**src/rtl/hamming_pkg.sv**
```systemverilog
// Shared constants and types for the SECDED(16,11) serial link.
// Holds codeword geometry, the data-position table and the rx FSM states.
package hamming_pkg;

    localparam int CW_W      = 15;
    localparam int DATA_W    = 11;
    localparam int FRAME_LEN = 18;

    localparam int PAR_POS [4] = '{1, 2, 4, 8};

    localparam int DATA_POS [DATA_W] = '{
        3, 5, 6, 7, 9, 10, 11, 12, 13, 14, 15
    };

    typedef enum logic [1:0] {
        IDLE = 2'd0,
        DATA = 2'd1,
        STOP = 2'd2
    } state_e;

endpackage

```
**src/rtl/hamming_secded_decode.sv**
```systemverilog
// Combinational SECDED(16,11) decoder.
// Ports: i_cw[15:1]=c15..c1, i_cw[0]=p0; o_data payload,
// o_corrected (single error fixed), o_uncorrectable (double error).
module hamming_secded_decode
    import hamming_pkg::*;
(
    input  logic [CW_W:0]     i_cw,
    output logic [DATA_W-1:0] o_data,
    output logic              o_corrected,
    output logic              o_uncorrectable
);

    logic [3:0]    w_syn;
    logic          w_par;
    logic [CW_W:0] w_fix;

    always_comb begin
        // Syndrome bit k covers every position whose index has PAR_POS[k] set,
        // which equals the XOR of the indices of all set bits.
        w_syn = '0;
        for (int k = 0; k < 4; k++) begin
            for (int i = 1; i <= CW_W; i++) begin
                if ((i & PAR_POS[k]) != 0) begin
                    w_syn[k] = w_syn[k] ^ i_cw[i];
                end
            end
        end

        w_par = ^i_cw;

        // Only a parity-flagged error with nonzero syndrome is flipped; a
        // double error leaves the raw word so the raw data bits come out.
        w_fix = i_cw;
        if (w_par && (w_syn != 4'd0)) begin
            w_fix[w_syn] = ~i_cw[w_syn];
        end

        o_data = '0;
        for (int j = 0; j < DATA_W; j++) begin
            o_data[j] = w_fix[DATA_POS[j]];
        end

        o_corrected     = w_par;
        o_uncorrectable = !w_par && (w_syn != 4'd0);
    end

endmodule

```
**src/rtl/hamming_secded_serial_rx.sv**
```systemverilog
// Serial SECDED(16,11) receiver: start(1), c15..c1, p0, stop(0).
// Ports: bit_en/ser_in line sampling, clr_cnt; data_out + flags with
// out_valid pulse, busy, saturating corr_cnt/uncorr_cnt statistics.
module hamming_secded_serial_rx
    import hamming_pkg::*;
#(
    parameter int CNT_W = 8
) (
    input  logic              clk,
    input  logic              rst_n,
    input  logic              bit_en,
    input  logic              ser_in,
    input  logic              clr_cnt,
    output logic [DATA_W-1:0] data_out,
    output logic              out_valid,
    output logic              corrected,
    output logic              uncorrectable,
    output logic              frame_err,
    output logic              busy,
    output logic [CNT_W-1:0]  corr_cnt,
    output logic [CNT_W-1:0]  uncorr_cnt
);

    localparam int BCNT_W = $clog2(FRAME_LEN);

    state_e              r_state;
    state_e              w_next;
    logic [BCNT_W-1:0]   r_bitcnt;
    logic [CW_W:0]       r_shift;

    logic                w_start;
    logic                w_shift;
    logic                w_load;
    logic                w_busy;

    logic [DATA_W-1:0]   w_dec_data;
    logic                w_dec_corr;
    logic                w_dec_unc;

    logic [DATA_W-1:0]   r_data;
    logic                r_valid;
    logic                r_corr;
    logic                r_unc;
    logic                r_ferr;
    logic [CNT_W-1:0]    r_corr_cnt;
    logic [CNT_W-1:0]    r_unc_cnt;

    always_ff @(posedge clk or negedge rst_n) begin
        if (!rst_n) begin
            r_state <= IDLE;
        end else begin
            r_state <= w_next;
        end
    end

    always_comb begin
        w_next = r_state;
        unique case (r_state)
            IDLE: if (bit_en && ser_in) w_next = DATA;
            DATA: if (bit_en && (r_bitcnt == BCNT_W'(CW_W))) w_next = STOP;
            STOP: if (bit_en) w_next = IDLE;
            default: w_next = IDLE;
        endcase
    end

    always_comb begin
        w_start = bit_en && ser_in && (r_state == IDLE);
        w_shift = bit_en && (r_state == DATA);
        w_load  = bit_en && (r_state == STOP);
        w_busy  = (r_state != IDLE);
    end

    // MSB-first shifting leaves r_shift[i] = c_i and r_shift[0] = p0.
    always_ff @(posedge clk or negedge rst_n) begin
        if (!rst_n) begin
            r_bitcnt <= '0;
            r_shift  <= '0;
        end else if (w_start) begin
            r_bitcnt <= '0;
        end else if (w_shift) begin
            r_shift  <= {r_shift[CW_W-1:0], ser_in};
            r_bitcnt <= r_bitcnt + 1'b1;
        end
    end

    hamming_secded_decode u_dec (
        .i_cw            (r_shift),
        .o_data          (w_dec_data),
        .o_corrected     (w_dec_corr),
        .o_uncorrectable (w_dec_unc)
    );

    always_ff @(posedge clk or negedge rst_n) begin
        if (!rst_n) begin
            r_valid <= 1'b0;
            r_data  <= '0;
            r_corr  <= 1'b0;
            r_unc   <= 1'b0;
            r_ferr  <= 1'b0;
        end else begin
            r_valid <= w_load;
            if (w_load) begin
                r_data <= w_dec_data;
                r_corr <= w_dec_corr;
                r_unc  <= w_dec_unc;
                r_ferr <= ser_in;
            end
        end
    end

    // Clear wins over a same-cycle increment; counts stick at all-ones.
    always_ff @(posedge clk or negedge rst_n) begin
        if (!rst_n) begin
            r_corr_cnt <= '0;
            r_unc_cnt  <= '0;
        end else if (clr_cnt) begin
            r_corr_cnt <= '0;
            r_unc_cnt  <= '0;
        end else if (w_load) begin
            if (w_dec_corr && (r_corr_cnt != '1)) begin
                r_corr_cnt <= r_corr_cnt + 1'b1;
            end
            if (w_dec_unc && (r_unc_cnt != '1)) begin
                r_unc_cnt <= r_unc_cnt + 1'b1;
            end
        end
    end

    assign data_out      = r_data;
    assign out_valid     = r_valid;
    assign corrected     = r_corr;
    assign uncorrectable = r_unc;
    assign frame_err     = r_ferr;
    assign busy          = w_busy;
    assign corr_cnt      = r_corr_cnt;
    assign uncorr_cnt    = r_unc_cnt;

endmodule

```
**config.mk**
```make
export PLATFORM = sky130hd
export DESIGN_NAME = hamming_secded_serial_rx
export DESIGN_NICKNAME = d
export VERILOG_FILES = /design/src/rtl/hamming_pkg.sv /design/src/rtl/hamming_secded_decode.sv /design/src/rtl/hamming_secded_serial_rx.sv
export SDC_FILE = /design/constraint.sdc
export NUM_CORES = 1
export LEC_CHECK = 0
export BUFFER_PORTS_ARGS = -buffer_cell sky130_fd_sc_hd__buf_2
export CAP_MARGIN = 20
export CORE_ASPECT_RATIO = 0.75
export CORE_MARGIN = 2
export CORE_UTILIZATION = 45
export DETAILED_ROUTE_END_ITERATION = 16
export GPL_TIMING_DRIVEN = 1
export PLACE_DENSITY_LB_ADDON = 0.12
export SLEW_MARGIN = 20
export SYNTH_ARGS = -nofsm -noshare
export SYNTH_HDL_FRONTEND = slang
export SYNTH_SLANG_ARGS = --single-unit
export TNS_END_PERCENT = 20
```
**constraint.sdc**
```tcl
create_clock -name clk -period 3.8 [get_ports clk]
set_clock_uncertainty 0.2 [all_clocks]
set_input_delay 0.38 -clock clk [delete_from_list [all_inputs] [get_ports clk]]
set_output_delay 0.38 -clock clk [all_outputs]
set_load 0.01 [all_outputs]
```
==> run metrics, run 1 <==
antenna violations before repair 0; via count about 2400; min cycle time layout around 3.0 ns; die span in x 101 um; EDFF count, synth 0; Die H between 70 and 80 um; critical path type register to register; CTS max path bufs 2; sequential area share after synthesis 42.4%; Num CTS Buffers 5; unique cell type count in the Yosys netlist 52; Cell Chain, Critical Path xnor2_2 -> xnor3_2 -> xnor2_2 -> a211oi_4 -> nor4_1 -> mux2_2; GR Overflow Total 0; Worst-Margin Slew 0.767 ns; maxcap violations 0; status completed; Die Area 7780 um2; final WL roughly 6.7 mm; drc violations 0; number of global-route vias before repair roughly 2200; top-area cell type share of the netlist area a little over two fifths; area grow syn2layout 11.3%; Hold WC Path Type input port to register; GR Layer Usage met3 under 10%; syn avg cell area around 11 um2; post-DP HPWL 4.77 mm; post-layout util 51.9%; largest stage delay on the critical path between 0.5 and 0.6 ns; RSZ-0062 raised after global routing false; Root Driver clkbuf_8; critical path required time around 3.8 ns; GRT busiest layer met1; number of port buffers 36; drt pass-1 iters 4; htree depth 2; CTS tree yes; maximum number of pins on one net before global-route repair 30; fraction of layout cells with a size suffix above 1 around a quarter; critical-path maximum fanout 10; Setup crit start kind register; drt wl/cell around 16 um; largest cells by area after synthesis dfrtp_1 (42%), mux2_2 (8.1%), xnor2_1 (3.6%), nand2_1 (3.1%), xnor2_2 (2.6%); grt met2 use between 20% and 30%; kind of end point of the critical path register; clock-pin slew on the worst setup and hold paths approximately 0.1 ns; Worst path top cell family by delay XOR/XNOR gates; I/O pin cnt 37; Iter 0 DRT Violations 153; Pins Over Slew Limit 0; relative slew slack 48.5%; first-pass GRT wire length approximately 11 mm; row cnt 26; clock latency on the worst-skew pair approximately 0.31 ns; diode count 0; DR vias/cell roughly 5.6; Initial Utilization approximately 47%; setup TNS 0 ns; final number of setup-violating endpoints 0; slowest stage cell, crit path xnor3_2; GPL Wtd Cong between 0.8 and 0.9; Top cell by count, worst path xnor2_2; cell taking the most area after synthesis dfrtp_1; Peak Freq 334 MHz; syn_nets between 300 and 400; clk sinks 54; Hold Vio Cnt, Final 0; Syn Std Cell Area approximately 3200 um2; Routed Antenna Nets 0; GR Util met1 approximately 28%; Total GRT Usage between 15 and 20%; post_cts resized 0; fin crit share a little under 80%; Post-CTS Setup Bufs 0; Ys Warns 0; Worst EP arrival 3.00 ns; Top FF cell, synth dfrtp_1; FF+latch count, synth 54; Core ar. slightly below 7000 um2; Synth Instances roughly 300; FFs w/ async S/R, synth 100%; sum of buffers and inverters on the critical path 0; nets about 350
## worst reg2reg max path: stages (launching register included)
cell,delay [ns]
dfrtp_1,0.50
xnor2_2,0.36
xnor3_2,0.55
xnor2_2,0.38
a211oi_4,0.13
nor4_1,0.40
mux2_2,0.38
## synthesized netlist by cell type, types with 2 or more instances
| cell type | instances |
|---|---|
| ha_1 | 4 |
| nand3_1 | 15 |
| inv_1 | 5 |
| or4_1 | 5 |
| xor2_1 | 5 |
| o21ai_0 | 7 |
| or2_2 | 2 |
| maj3_1 | 2 |
| a21oi_1 | 11 |
| a311oi_1 | 3 |
| a211oi_1 | 4 |
| xnor3_2 | 2 |
| and2_1 | 3 |
| mux2i_1 | 6 |
| a41oi_1 | 2 |
| a21o_1 | 2 |
| nand2b_1 | 7 |
| xnor2_2 | 5 |
| xor2_2 | 4 |
| nand2_1 | 26 |
| a22o_1 | 2 |
| nor2_1 | 17 |
| a31oi_1 | 6 |
| dfrtp_1 | 54 |
| and3_1 | 5 |
| nor3_1 | 4 |
| nor4b_1 | 2 |
| clkbuf_1 | 9 |
| o31ai_1 | 7 |
| nor4_1 | 6 |
| xnor2_1 | 13 |
| nor2b_1 | 8 |
| mux2_2 | 23 |
| nand4_1 | 9 |
## per-stage QoR
| step | hold slack (ns) | cell area (um2) | instances | setup slack [ns] |
|---|---|---|---|---|
| final | 0.0955 | 3550 | 421 | 0.803 |
| after detailed placement | 0.210 | 3420 | 412 | 0.806 |
| after global routing | 0.103 | 3550 | 421 | 0.644 |
| after floorplan | -0.116 | 3190 | 303 | 1.08 |
| after global placement | 0.207 | 3420 | 412 | 0.916 |
| after CTS | 0.0928 | 3550 | 421 | 0.785 |
## sequential cells by signal (all words and copies together), names as in the netlist
name	flops
r_bitcnt	5
frame_err	1
data_out	11
uncorrectable	1
r_state	2
out_valid	1
corr_cnt	8
r_shift	16
corrected	1
uncorr_cnt	8
## cell usage in the layout, fill, tap and decap left out, drive strengths merged, types with 8 or more instances in the layout
cell / netlist / layout
nor2: 17 / 17
dfrtp: 54 / 54
xnor2: 19 / 19
mux2: 23 / 23
xor2: 9 / 9
buf: 3 / 38
o21ai: 8 / 8
nor2b: 8 / 8
nand4: 9 / 9
nand2: 26 / 26
a21oi: 11 / 11
nand3: 15 / 15
## timing repair
action / 4_1_cts / 5_1_grt
endpoints found under the hold margin: 25 / 0
endpoints found under the setup margin: 0 / 0
hold buffers: 1 / 0
## final cells by class
| cell class | instances | area [um2] |
|---|---|---|
| fillers | 614 | 3280 |
| repair buffers | 39 | 205 |
| clock buffers | 5 | 68.8 |
| inverters | 6 | 22.5 |
| well taps | 84 | 105 |
| clock inverters | 3 | 45.0 |
| flip-flops and latches | 54 | 1350 |
| multi-input cells | 230 | 1750 |
## worst paths after layout
kind	startpoint	end	slack, ns	cells past startpoint
setup / recovery	r_shift[15]	uncorr_cnt[5]	0.80	6
hold / removal	bit_en	r_state[1]	0.1	2
setup reg to reg	r_shift[15]	uncorr_cnt[5]	0.80	6
hold reg to reg	frame_err	frame_err	0.28	2
max in group asynchronous	rst_n	data_out[2]	2.22	3
min in group asynchronous	rst_n	corr_cnt[3]	0.39	2
## cells by family (layout without fill, tap and decap cells)
group / after synthesis / count (layout) / synth area share [%]
buffers and inverters: 19 / 53 / 2.67
adder cells (fa/ha/maj): 6 / 6 / 2.20
AND/OR/NAND/NOR: 111 / 111 / 18.3
multiplexers: 29 / 29 / 10.0
AO/OA/AOI/OAI: 53 / 53 / 11.8
flip-flops: 54 / 54 / 42.4
XOR/XNOR: 31 / 31 / 12.6
## metal layers
| layer | vias to the layer above | part of all wire [%] |
|---|---|---|
| li1 | 1163 | - |
| met1 | 1133 | 54 |
| met2 | 58 | 40 |
| met3 | 7 | 4.7 |
| met4 | 0 | 1.3 |
| met5 | - | 0 |
Power of run 1 is left out: the tool's default activity adds up to more than one toggle a clock period on the data nets, which glitch-free logic cannot reach.
==> inputs of run 2 (changes only) <==
==> constraint.sdc (replaced) <==
create_clock -name clk -period 2.95 [get_ports clk]
set_clock_uncertainty 0.2 [all_clocks]
set_input_delay 0.295 -clock clk [delete_from_list [all_inputs] [get_ports clk]]
set_output_delay 0.295 -clock clk [all_outputs]
set_load 0.01 [all_outputs]
==> run 2 against run 1 <==
Sequential share of layout area is 1.6 points lower. Critical endpoint is now uncorr_cnt[2]. First-iteration DRC count is 7.8% lower. Worst setup slack worse by 0.67 ns. Non-clock buffer count is 17 higher. Register-to-register slack worse by 0.67 ns.
==> run metrics, run 2 (same netlist as run 1, synthesis figures left out) <==
hold endpoint r_state[1]; critical-path maximum fanout 10; setup TNS 0 ns; die span in x approximately 100 um; fin crit share a little over nine tenths; Met3 Routed Length roughly 400 um; met2 WL post-DR around 2.8 mm; htree depth 2; CTS tree yes; post_cts resized 0; design area between 3000 and 4000 um2; drt wl/cell 16.4 um; Routed Antenna Nets 0; DR vias/cell about 5.6; via count between 2000 and 2500; relative slew slack about half; GPL Wtd Cong 0.895; area grow syn2layout 16.3%; slowest stage cell, crit path xnor3_2; WHS Path Cells 2; Cell Chain, Critical Path xor2_2 -> xnor3_2 -> xnor2_4 -> a211oi_4 -> nor4b_1 -> mux2_2; Num CTS Buffers 5; reg2reg path depth 6; Peak Freq 355 MHz; Die H 76.9 um; drc violations 0; CTS max path bufs 2; GR Overflow Total 0; Setup crit start kind register; drt pass-1 iters 4; nets 362; reg2reg end uncorr_cnt[2]; DP Area between 3000 and 4000 um2; Hold WC Path Type input port to register; I/O pin cnt 37; critical path type register to register; maxcap violations 0; fraction of layout cells with a size suffix above 1 29.4%; commonest non-fill, non-tap cells in the layout dfrtp_1 (54), buf_2 (36), nand2_1 (26); final WL 7.18 mm; Largest Register r_shift; critical path required time 2.96 ns; RSZ-0062 raised after global routing false; min cycle time layout between 2 and 3 ns; sum of buffers and inverters on the critical path 0; Hold Crit Start bit_en; clk sinks 54; Die Area approximately 7800 um2; largest stage delay on the critical path 0.54 ns; maximum number of pins on one net before global-route repair 26; Root Driver clkbuf_8; antenna violations before repair 0; Worst EP arrival 2.83 ns; final number of setup-violating endpoints 0; clock-pin slew on the worst setup and hold paths 0.10 ns; commonest non-fill, non-tap cell in the layout dfrtp_1; diode count 0; Hold Vio Cnt, Final 0; number of port buffers 36; FF-to-FF Start r_shift[7]; Iter 0 DRT Violations between 100 and 150; Worst path top cell family by delay XOR/XNOR gates; first-pass GRT wire length 11.9 mm; Top Layer Used met4; post-DP HPWL 5.28 mm; Worst-Margin Slew ~0.73 ns; status completed; Initial Utilization approximately 47%; met1 wire length around 3.9 mm; clock latency on the worst-skew pair 0.32 ns; kind of end point of the critical path register; Core ar. roughly 7000 um2; Total GRT Usage about a fifth; row cnt 26; Largest register FFs 16; Pins Over Slew Limit 0; R2R setup slack between 0.1 and 0.15 ns; number of global-route vias before repair around 2300
-- run 2: changes by cell type in the layout (fill, tap and decap cells not counted), sizes merged --
cell | before | now
clkinvlp | 2 | 0
bufinv | 1 | 2
clkbuf | 5 | 6
buf | 38 | 55
-- run 2: routing by layer --
metal / GRT usage, % / vias to the layer above
met4: 4.05 / 0
met5: 0 / -
met3: 3.37 / 7
met2: 24.6 / 68
li1: - / 1206
met1: 33.2 / 1186
-- run 2: cell type report --
| class | instances | area (um2) |
|---|---|---|
| Sequential cell | 54 | 1350 |
| Inverter | 6 | 22.5 |
| Timing Repair Buffer | 56 | 333 |
| Tap cell | 84 | 105 |
| Clock buffer | 6 | 82.6 |
| Fill cell | 610 | 3130 |
| Clock inverter | 2 | 60.1 |
| Multi-Input combinational cell | 230 | 1750 |
-- run 2: how the worst max path moves through the flow --
| stage | from | endpoint | slack, ns | cells past startpoint |
|---|---|---|---|---|
| 2_1_floorplan | r_shift[15] | uncorr_cnt[2] | 0.23 | 6 |
| 3_3_place_gp | r_shift[11] | corr_cnt[4] | 0.22 | 7 |
| 3_5_place_dp | r_shift[7] | uncorr_cnt[2] | 0.15 | 6 |
| 4_1_cts | r_shift[7] | uncorr_cnt[2] | 0.14 | 6 |
| 5_1_grt | r_shift[11] | corr_cnt[2] | 0.01 | 7 |
| 6_report | r_shift[7] | uncorr_cnt[2] | 0.13 | 6 |
-- run 2: repair_timing --
action,in CTS,in global routing
hold buffers,1,0
buffers inserted,0,0
hold endpoints to repair,17,0
-- run 2: metrics by stage --
step           worst slack, ns  std cells  util, %  hold WS (ns)
6_report                 0.131        438     54.2       0.00615
5_1_grt                 0.0119        438     54.2        0.0144
4_1_cts                  0.138        438     54.2       0.00279
3_5_place_dp             0.154        429     52.0        0.0750
3_3_place_gp             0.220        429     52.0        0.0602
2_1_floorplan            0.227        303        -        -0.201
-- run 2: worst register-to-register path, cell delays in order, from the launching register on --
cell and delay [ns]:
dfrtp_1 0.48, xor2_2 0.31, xnor3_2 0.54, xnor2_4 0.31, a211oi_4 0.13, nor4b_1 0.38, mux2_2 0.38
Power of run 2 is left out for the same reason.
